File: src/rtl/fetch_sequencer_if.sv
// Fetch sequencer bus bundle: instruction memory handshake, decoder hookup and execute status.
// The master side is the sequencer; the slave side is memory, decoder and datapath.
interface fetch_sequencer_if;
    logic        imem_req;
    logic [31:0] imem_addr;
    logic [31:0] imem_rdata;
    logic        imem_ready;

    logic [31:0] instruction;
    logic [1:0]  cnt_set;
    logic        stop;
    logic        ins_JAL;
    logic [31:0] IM;

    logic [31:0] pc;
    logic [31:0] link_addr;
    logic        exec_valid;
    logic [1:0]  exec_step;
    logic        halted;
    logic        fault;

    modport master (
        output imem_req, imem_addr, instruction, pc, link_addr,
               exec_valid, exec_step, halted, fault,
        input  imem_rdata, imem_ready, cnt_set, stop, ins_JAL, IM
    );

    modport slave (
        input  imem_req, imem_addr, instruction, pc, link_addr,
               exec_valid, exec_step, halted, fault,
        output imem_rdata, imem_ready, cnt_set, stop, ins_JAL, IM
    );
endinterface

File: src/rtl/fetch_sequencer.sv
// Multi-cycle fetch/decode/execute sequencer owning PC and IR.
// Latency: fetch cycles (>=1) + 1 decode + (N+1) execute per instruction.
// Backpressure: imem_req/imem_addr held stable until imem_ready; halt is absorbing.
module fetch_sequencer #(
    parameter logic [31:0] RESET_PC = 32'h0000_0000
) (
    input  logic              clk,
    input  logic              rst_n,
    fetch_sequencer_if.master bus
);

    localparam logic [1:0] ST_FETCH  = 2'd0;
    localparam logic [1:0] ST_DECODE = 2'd1;
    localparam logic [1:0] ST_EXEC   = 2'd2;
    localparam logic [1:0] ST_HALT   = 2'd3;

    logic [1:0]  state_q, state_d;
    logic [31:0] pc_q, pc_d;
    logic [31:0] ir_q, ir_d;
    logic [31:0] target_q, target_d;
    logic [1:0]  step_q, step_d;
    logic [1:0]  n_q, n_d;
    logic        jal_q, jal_d;
    logic        halted_q, halted_d;
    logic        fault_q, fault_d;
    logic        armed_q, armed_d;

    logic [31:0] jal_offset;
    logic        unused_im_hi;

    // JAL immediate carries imm[20:1]; rebuild the byte offset with sign extension.
    assign jal_offset   = {{11{bus.IM[19]}}, bus.IM[19:0], 1'b0};
    assign unused_im_hi = ^bus.IM[31:20];

    // The request stays low for the first cycle out of reset so a fetch in
    // flight when reset hit is visibly abandoned before restarting at RESET_PC.
    assign bus.imem_req    = (state_q == ST_FETCH) && armed_q;
    assign bus.imem_addr   = pc_q;
    assign bus.instruction = ir_q;
    assign bus.pc          = pc_q;
    assign bus.link_addr   = pc_q + 32'd4;
    assign bus.exec_valid  = (state_q == ST_EXEC);
    assign bus.exec_step   = (state_q == ST_EXEC) ? step_q : 2'd0;
    assign bus.halted      = halted_q;
    assign bus.fault       = fault_q;

    always_comb begin
        state_d  = state_q;
        pc_d     = pc_q;
        ir_d     = ir_q;
        target_d = target_q;
        step_d   = step_q;
        n_d      = n_q;
        jal_d    = jal_q;
        halted_d = halted_q;
        fault_d  = fault_q;
        armed_d  = 1'b1;

        case (state_q)
            ST_FETCH: begin
                if (armed_q && bus.imem_ready) begin
                    ir_d    = bus.imem_rdata;
                    state_d = ST_DECODE;
                end
            end
            ST_DECODE: begin
                if (bus.stop) begin
                    halted_d = 1'b1;
                    state_d  = ST_HALT;
                end else begin
                    n_d      = bus.cnt_set;
                    jal_d    = bus.ins_JAL;
                    target_d = pc_q + jal_offset;
                    step_d   = 2'd0;
                    state_d  = ST_EXEC;
                end
            end
            ST_EXEC: begin
                if (step_q != n_q) begin
                    step_d = step_q + 2'd1;
                end else if (!jal_q) begin
                    pc_d    = pc_q + 32'd4;
                    state_d = ST_FETCH;
                end else if (target_q[1]) begin
                    halted_d = 1'b1;
                    fault_d  = 1'b1;
                    state_d  = ST_HALT;
                end else begin
                    pc_d    = target_q;
                    state_d = ST_FETCH;
                end
            end
            default: begin
                state_d = ST_HALT;
            end
        endcase
    end

    always_ff @(posedge clk) begin
        if (!rst_n) begin
            state_q  <= ST_FETCH;
            pc_q     <= RESET_PC;
            ir_q     <= 32'd0;
            target_q <= 32'd0;
            step_q   <= 2'd0;
            n_q      <= 2'd0;
            jal_q    <= 1'b0;
            halted_q <= 1'b0;
            fault_q  <= 1'b0;
            armed_q  <= 1'b0;
        end else begin
            state_q  <= state_d;
            pc_q     <= pc_d;
            ir_q     <= ir_d;
            target_q <= target_d;
            step_q   <= step_d;
            n_q      <= n_d;
            jal_q    <= jal_d;
            halted_q <= halted_d;
            fault_q  <= fault_d;
            armed_q  <= armed_d;
        end
    end

endmodule

File: src/flat_wrapper.sv
// flat-port wrapper written by rule: the top's interface ports become plain ports
module fetch_sequencer_flat 
#(
    parameter logic [31:0] RESET_PC = 32'h0000_0000
)
  (clk, rst_n, bus_imem_req, bus_imem_addr, bus_instruction, bus_pc, bus_link_addr, bus_exec_valid, bus_exec_step, bus_halted, bus_fault, bus_imem_rdata, bus_imem_ready, bus_cnt_set, bus_stop, bus_ins_JAL, bus_IM);
  fetch_sequencer_if bus_i ();
  input  logic clk;
  input  logic rst_n;
  output wire logic [$bits(bus_i.imem_req)-1:0] bus_imem_req;
  output wire logic [$bits(bus_i.imem_addr)-1:0] bus_imem_addr;
  output wire logic [$bits(bus_i.instruction)-1:0] bus_instruction;
  output wire logic [$bits(bus_i.pc)-1:0] bus_pc;
  output wire logic [$bits(bus_i.link_addr)-1:0] bus_link_addr;
  output wire logic [$bits(bus_i.exec_valid)-1:0] bus_exec_valid;
  output wire logic [$bits(bus_i.exec_step)-1:0] bus_exec_step;
  output wire logic [$bits(bus_i.halted)-1:0] bus_halted;
  output wire logic [$bits(bus_i.fault)-1:0] bus_fault;
  input wire logic [$bits(bus_i.imem_rdata)-1:0] bus_imem_rdata;
  input wire logic [$bits(bus_i.imem_ready)-1:0] bus_imem_ready;
  input wire logic [$bits(bus_i.cnt_set)-1:0] bus_cnt_set;
  input wire logic [$bits(bus_i.stop)-1:0] bus_stop;
  input wire logic [$bits(bus_i.ins_JAL)-1:0] bus_ins_JAL;
  input wire logic [$bits(bus_i.IM)-1:0] bus_IM;
  assign bus_imem_req = bus_i.imem_req;
  assign bus_imem_addr = bus_i.imem_addr;
  assign bus_instruction = bus_i.instruction;
  assign bus_pc = bus_i.pc;
  assign bus_link_addr = bus_i.link_addr;
  assign bus_exec_valid = bus_i.exec_valid;
  assign bus_exec_step = bus_i.exec_step;
  assign bus_halted = bus_i.halted;
  assign bus_fault = bus_i.fault;
  assign bus_i.imem_rdata = bus_imem_rdata;
  assign bus_i.imem_ready = bus_imem_ready;
  assign bus_i.cnt_set = bus_cnt_set;
  assign bus_i.stop = bus_stop;
  assign bus_i.ins_JAL = bus_ins_JAL;
  assign bus_i.IM = bus_IM;
  fetch_sequencer #(.RESET_PC(RESET_PC)) u_core (.clk(clk), .rst_n(rst_n), .bus(bus_i));
endmodule
File: config.mk
export PLATFORM = sky130hd
export DESIGN_NAME = fetch_sequencer_flat
export DESIGN_NICKNAME = d
export VERILOG_FILES = /design/src/rtl/fetch_sequencer_if.sv /design/src/rtl/fetch_sequencer.sv /design/src/flat_wrapper.sv
export SDC_FILE = /design/constraint.sdc
export NUM_CORES = 1
export LEC_CHECK = 0
export CORE_ASPECT_RATIO = 1.4
export CORE_MARGIN = 5
export CORE_UTILIZATION = 49
export DETAILED_ROUTE_END_ITERATION = 6
export PLACE_DENSITY_LB_ADDON = 0.05
export SLEW_MARGIN = 15
export SYNTH_ARGS = -nofsm -noshare
export SYNTH_HDL_FRONTEND = slang
export SYNTH_SLANG_ARGS = --single-unit
File: constraint.sdc
create_clock -name clk -period 3.16 [get_ports clk]
set_clock_uncertainty 0.2 [all_clocks]
set_input_delay 0.632 -clock clk [delete_from_list [all_inputs] [get_ports clk]]
set_output_delay 0.632 -clock clk [all_outputs]
set_load 0.01 [all_outputs]
# Yosys cells after proc, flatten, opt, wreduce, memory -nomap -nowiden
# Cells that the tools add are included.
# op_classes
reduce_logical,11
n_addsub,3
n_eq_ne,11
bitwise,2
mux,18
# ops
operator,n
2-to-1 mux 32 bit,2
adder 32 x 3 -> 32 bit (second input constant),1
adder 32 bit,1
2-to-1 mux 2 bit,7
!= test 2 bit (second input constant),5
2-to-1 mux 1 bit,6
!= test 2 x 1 -> 1 bit (second input constant),3
case mux 2 bit (3 select lines),1
AND reduction 2 bit,3
AND reduction 3 bit,2
AND reduction 5 bit,1
case mux 2 bit (2 select lines),1
AND reduction 4 bit,1
adder 2 x 1 -> 2 bit (second input constant),1
== test 2 x 1 -> 1 bit (second input constant),1
== test 2 bit (second input constant),1
logical AND 1 bit,2
logical NOT 2 bit,1
!= test 2 bit,1
inverter 1 bit,2
case mux 1 bit (2 select lines),1
nonzero test 2 bit,1
# totals
output_inout_bits,134
in_bits,71
reg_bits,106

# Logic depth before layout (Yosys ltp)
# depth
depth_word,4
mapped_depth,10

# Worst setup path after synthesis
# No wires, ideal clock.
# synth_path
kind,flip-flop to output port
startpoint,"register u_core.pc_q[2], in the netlist u_core.bus.imem_addr[2]"
endpoint,output port bus_link_addr[26]
required_time_ns,2.328
path_buffers,0
setup_slack_ns,0.380
t_arrival_ns,1.948
path_stages_with_launch,8
cell_sequence,dfxtp_1 -> ha_1 -> nand3_2 -> or3_4 -> nor2_4 -> nand3_2 -> nor2_1 -> xor2_1
# synth_between
elab_chain_cells,1
# synth_rtl
item,line_no,rtl
"start, declared",fetch_sequencer.sv:18,"logic [31:0] pc_q, pc_d;"
"start signal, assigned",fetch_sequencer.sv:113,pc_q <= pc_d;
adder 32 x 3 -> 32 bit,fetch_sequencer.sv:41,assign bus.link_addr = pc_q + 32'd4;
"end, declared",flat_wrapper.sv:14,output wire logic [$bits(bus_i.link_addr)-1:0] bus_link_addr;
# Every way passes these cells.

# Worst setup path after layout
# layout_path
startpoint,input port bus_IM[4]
endpoint,register u_core.target_q[31]
# layout_between
elab_chain_cells,1
# layout_rtl
item,line_no,rtl
"start, declared",flat_wrapper.sv:24,input wire logic [$bits(bus_i.IM)-1:0] bus_IM;
adder 32 bit,fetch_sequencer.sv:73,target_d = pc_q + jal_offset;
"end signal, assigned",fetch_sequencer.sv:115,target_q <= target_d;
"end, declared",fetch_sequencer.sv:20,"logic [31:0] target_q, target_d;"
# Every way passes these cells.
# A chain may end at the register's enable or synchronous reset.

==> flow_summary.toml <==
[timing]
finalCritPeriodShare_pct = 97.8
tightest_slew_ns = 0.727
timing.slew.headroom_pct = 51.4
max_frequency_ghz = 0.323
slew_viol_final = 0
final_hold_vio_count = 0
rsz0062_at_grt = "true"
final-setup-viol-count = 0
period_needed_ns = 3.09

[route]
average_wire_length_per_cell_after_detail_routing_um = 16.3
route.met2.wl_um = 10900
met3RoutedLength_um = 1180
routed.top_layer = "met4"
routed_wirelength_um = 21700
drt-met1-wl_um = 9280
drt-pass1-iter-count = 5
drt-initial-drc-count = 376
route.detailed.vias_per_inst = 5.44
drc = 0
detail-route-antenna-nets = 0
total_via_count_in_the_routed_design = 7215

[synthesis]
synth.avg_cell_area_um2 = 7.87
netlist_area_pre_place_mm2 = 0.00706
post_synth_main_area_contributors = "sky130_fd_sc_hd__dfxtp_1 (30%), sky130_fd_sc_hd__nand2_1 (8.1%), sky130_fd_sc_hd__ha_1 (6.0%)"
synthesis.instances = 897
yosys-top-cells-count = "sky130_fd_sc_hd__nand2_1 (152), sky130_fd_sc_hd__dfxtp_1 (105), sky130_fd_sc_hd__o21ai_0 (54), sky130_fd_sc_hd__a21oi_1 (47), sky130_fd_sc_hd__clkbuf_1 (39)"
synth_area_leader_cell = "sky130_fd_sc_hd__dfxtp_1"
synth_top_cell_area_share_pct = 29.8
ys_dominant_reg_cell = "sky130_fd_sc_hd__dfxtp_1"
netlist-cell-type-count = 73
ys_async_sr_fraction_pct = 0
flop_and_latch_count_out_of_synthesis = 105
ys_seq_area_share_pct = 29.8
synth-edff-count = 0
yosys_warnings = 0
yosysMostFrequentCell = "sky130_fd_sc_hd__nand2_1"

[cts]
tritoncts_buffers = 9
cts-hold-fix-buffers = 0
clockBufferDepth = 2
cts.htree.levels = 3
clk_pin_slew_ns = 0.08
root_buffer = "sky130_fd_sc_hd__clkbuf_16"
cts_tree = "yes"
insertion_delay_ns = 0.35
cts.sinks = 105

[finish]
layout.nets = 1239
syn_to_final_growth_pct = 40.7
post_route_cells_drive_above_1_share_pct = 16.4
fillCellCount = 1297
antenna_cells_inserted = 0
fin_area_mm2 = 0.00994
layout.core_utilization_pct = 69.4

[run]
cap_viol_max_count = 0

[critical_path]
start_kind = "primary input"
critPathKind = "primary input to flip-flop"
cp_data_arrival_time_ns = 3.17
worstReg2RegStart = "u_core.bus.imem_addr[5]$_SDFFE_PN0P_"
critical_path.endpoint_type = "flip-flop"
worst-path-max-fanout = 3
req_time_crit_path_ns = 3.24
crit-reg2reg-capture = "u_core.target_q[31]$_SDFFE_PN0P_"
worst-r2r-setup-slack_ns = 0.26
worst-r2r-cell-count = 10

[global_route]
antenna_found_initial = 0
grt.total_usage_pct = 25.0
globalRoute.totalOverflow = 0
grt_start_max_net_pins = 52
grt_first_pass_wirelength_um = 35500
first_global_vias = 7081

[place]
post-dp-hpwl_um = 16300
port_buffers = 189
place_congestion = 0.933
placement.cell_area_mm2 = 0.00958

[min_path]
min_delay_path_depth = 2
min_to = "u_core.target_q[30]$_SDFFE_PN0P_"
holdCritStartpoint = "u_core.target_q[30]$_SDFFE_PN0P_"
min_path_type = "flip-flop to flip-flop"

[die]
chipHeight_um = 152
die_area_mm2 = 0.0169
fp-row-count = 52
io-pin-count = 205
die_width_um = 111
initial_core_utilization_pct = 49.3
core-area_mm2 = 0.0143

[power_and_ir_drop]
max-vdd-ir-drop_mv = 0.272
power_per_cell_area_mw_per_mm2 = 366
power.static_leakage_nw = 4.26

[status]
run_status = "completed"
-- per-stage QoR --
stage | cells | power, mW | hold WS, ns | setup TNS (ns) | worst slack [ns]
after floorplan | 899 | 2.10 | 0.221 | 0 | 0.380
after global placement | 1305 | 2.55 | 0.237 | -2.92 | -0.309
after detailed placement | 1305 | 2.56 | 0.240 | -3.16 | -0.318
after CTS | 1326 | 3.65 | 0.251 | 0 | 0.00190
after global routing | 1327 | 3.82 | 0.278 | -0.0246 | -0.0228
final | 1327 | 3.64 | 0.252 | 0 | 0.0685
-- metal layers --
layer	up-vias	GRT usage (%)
li1	3600	-
met1	3373	31.0
met2	215	44.9
met3	27	3.66
met4	0	7.13
met5	-	0
-- how the worst max path moves through the flow --
stage / to / depth (start not counted) / startpoint
after CTS: bus_link_addr[26] / 8 / u_core.bus.imem_addr[3]$_SDFFE_PN0P_
after global routing: bus_link_addr[22] / 9 / u_core.bus.imem_addr[3]$_SDFFE_PN0P_
after floorplan: bus_link_addr[26] / 7 / u_core.bus.imem_addr[2]$_SDFFE_PN0P_
after detailed placement: u_core.target_q[31]$_SDFFE_PN0P_ / 10 / bus_IM[2]
after global placement: u_core.target_q[31]$_SDFFE_PN0P_ / 10 / bus_IM[2]
final: u_core.target_q[31]$_SDFFE_PN0P_ / 10 / bus_IM[4]
-- layout by cell type (no fill, tap or decap), drive strengths merged, types with 10 or more instances in the layout --
cell type      instances
a21oi                 49
clkbuf                12
o311ai                10
nor2                  37
nor3                  16
dfxtp                105
o211a                 11
and3                  18
xnor2                 30
ha                    34
dlygate4sd2           10
o21ai                 62
inv                   17
a21o                  17
nand2                152
nor2b                 10
nand4                 13
xor2                  24
nand2b                14
mux2i                 14
clkdlybuf4s50        168
nand3                 36
and2                  22
buf                  126
a21boi                39
-- critical path: stages --
cell	delay (ns)
sky130_fd_sc_hd__clkdlybuf4s50_1	0.41
sky130_fd_sc_hd__ha_1	0.34
sky130_fd_sc_hd__a21oi_2	0.26
sky130_fd_sc_hd__and2b_1	0.23
sky130_fd_sc_hd__a211oi_1	0.09
sky130_fd_sc_hd__buf_4	0.16
sky130_fd_sc_hd__o41a_1	0.49
sky130_fd_sc_hd__and3_1	0.22
sky130_fd_sc_hd__o21ai_2	0.14
sky130_fd_sc_hd__mux2i_1	0.19
-- state kept, by name, indices dropped and copies added (netlist names) --
name,count
u_core.bus.instruction,32
u_core.target_q,32
u_core.bus.imem_addr,31
u_core.n_q,2
u_core.state_q,2
u_core.step_q,2
u_core.armed_q,1
u_core.bus.fault,1
u_core.bus.halted,1
u_core.jal_q,1
-- where the power goes --
| group | total [mW] | internal (mW) | switching [mW] | leakage (nW) |
|---|---|---|---|---|
| Combinational | 1.04 | 0.479 | 0.561 | 3.27 |
| Sequential | 1.50 | 1.44 | 0.0650 | 0.854 |
| Clock | 1.10 | 0.544 | 0.553 | 0.131 |
| Total | 3.64 | 2.46 | 1.18 | 4.26 |
-- layout make-up --
class / count / area [um^2] / share of cell area, %
clock buffers: 9 / 225 / 2.27
multi-input cells: 691 / 4490 / 45.2
repair buffers: 311 / 2760 / 27.8
well taps: 189 / 236 / 2.38
inverters: 15 / 56.3 / 0.567
flip-flops and latches: 105 / 2110 / 21.2
clock inverters: 7 / 55.1 / 0.554
-- logic make-up (layout without fill, tap and decap cells) --
| logic type | Yosys count | after routing | share of synthesized area [%] |
|---|---|---|---|
| AND/OR/NAND/NOR | 335 | 335 | 23.2 |
| AO/OA/AOI/OAI | 247 | 247 | 23.9 |
| flip-flops | 105 | 105 | 29.8 |
| buffers and inverters | 103 | 342 | 7.71 |
| XOR/XNOR | 54 | 54 | 6.70 |
| adder cells (fa/ha/maj) | 35 | 35 | 6.31 |
| multiplexers | 16 | 16 | 2.30 |
| other | 2 | 4 | 0.106 |
-- repair_timing --
action,4_1_cts,5_1_grt
endpoints found under the hold margin,0,0
endpoints found under the setup margin,21,22
pin swaps,7,7
resized for setup,46,16
setup buffers,5,1
No activity file was read; power rests on OpenSTA's default activity.
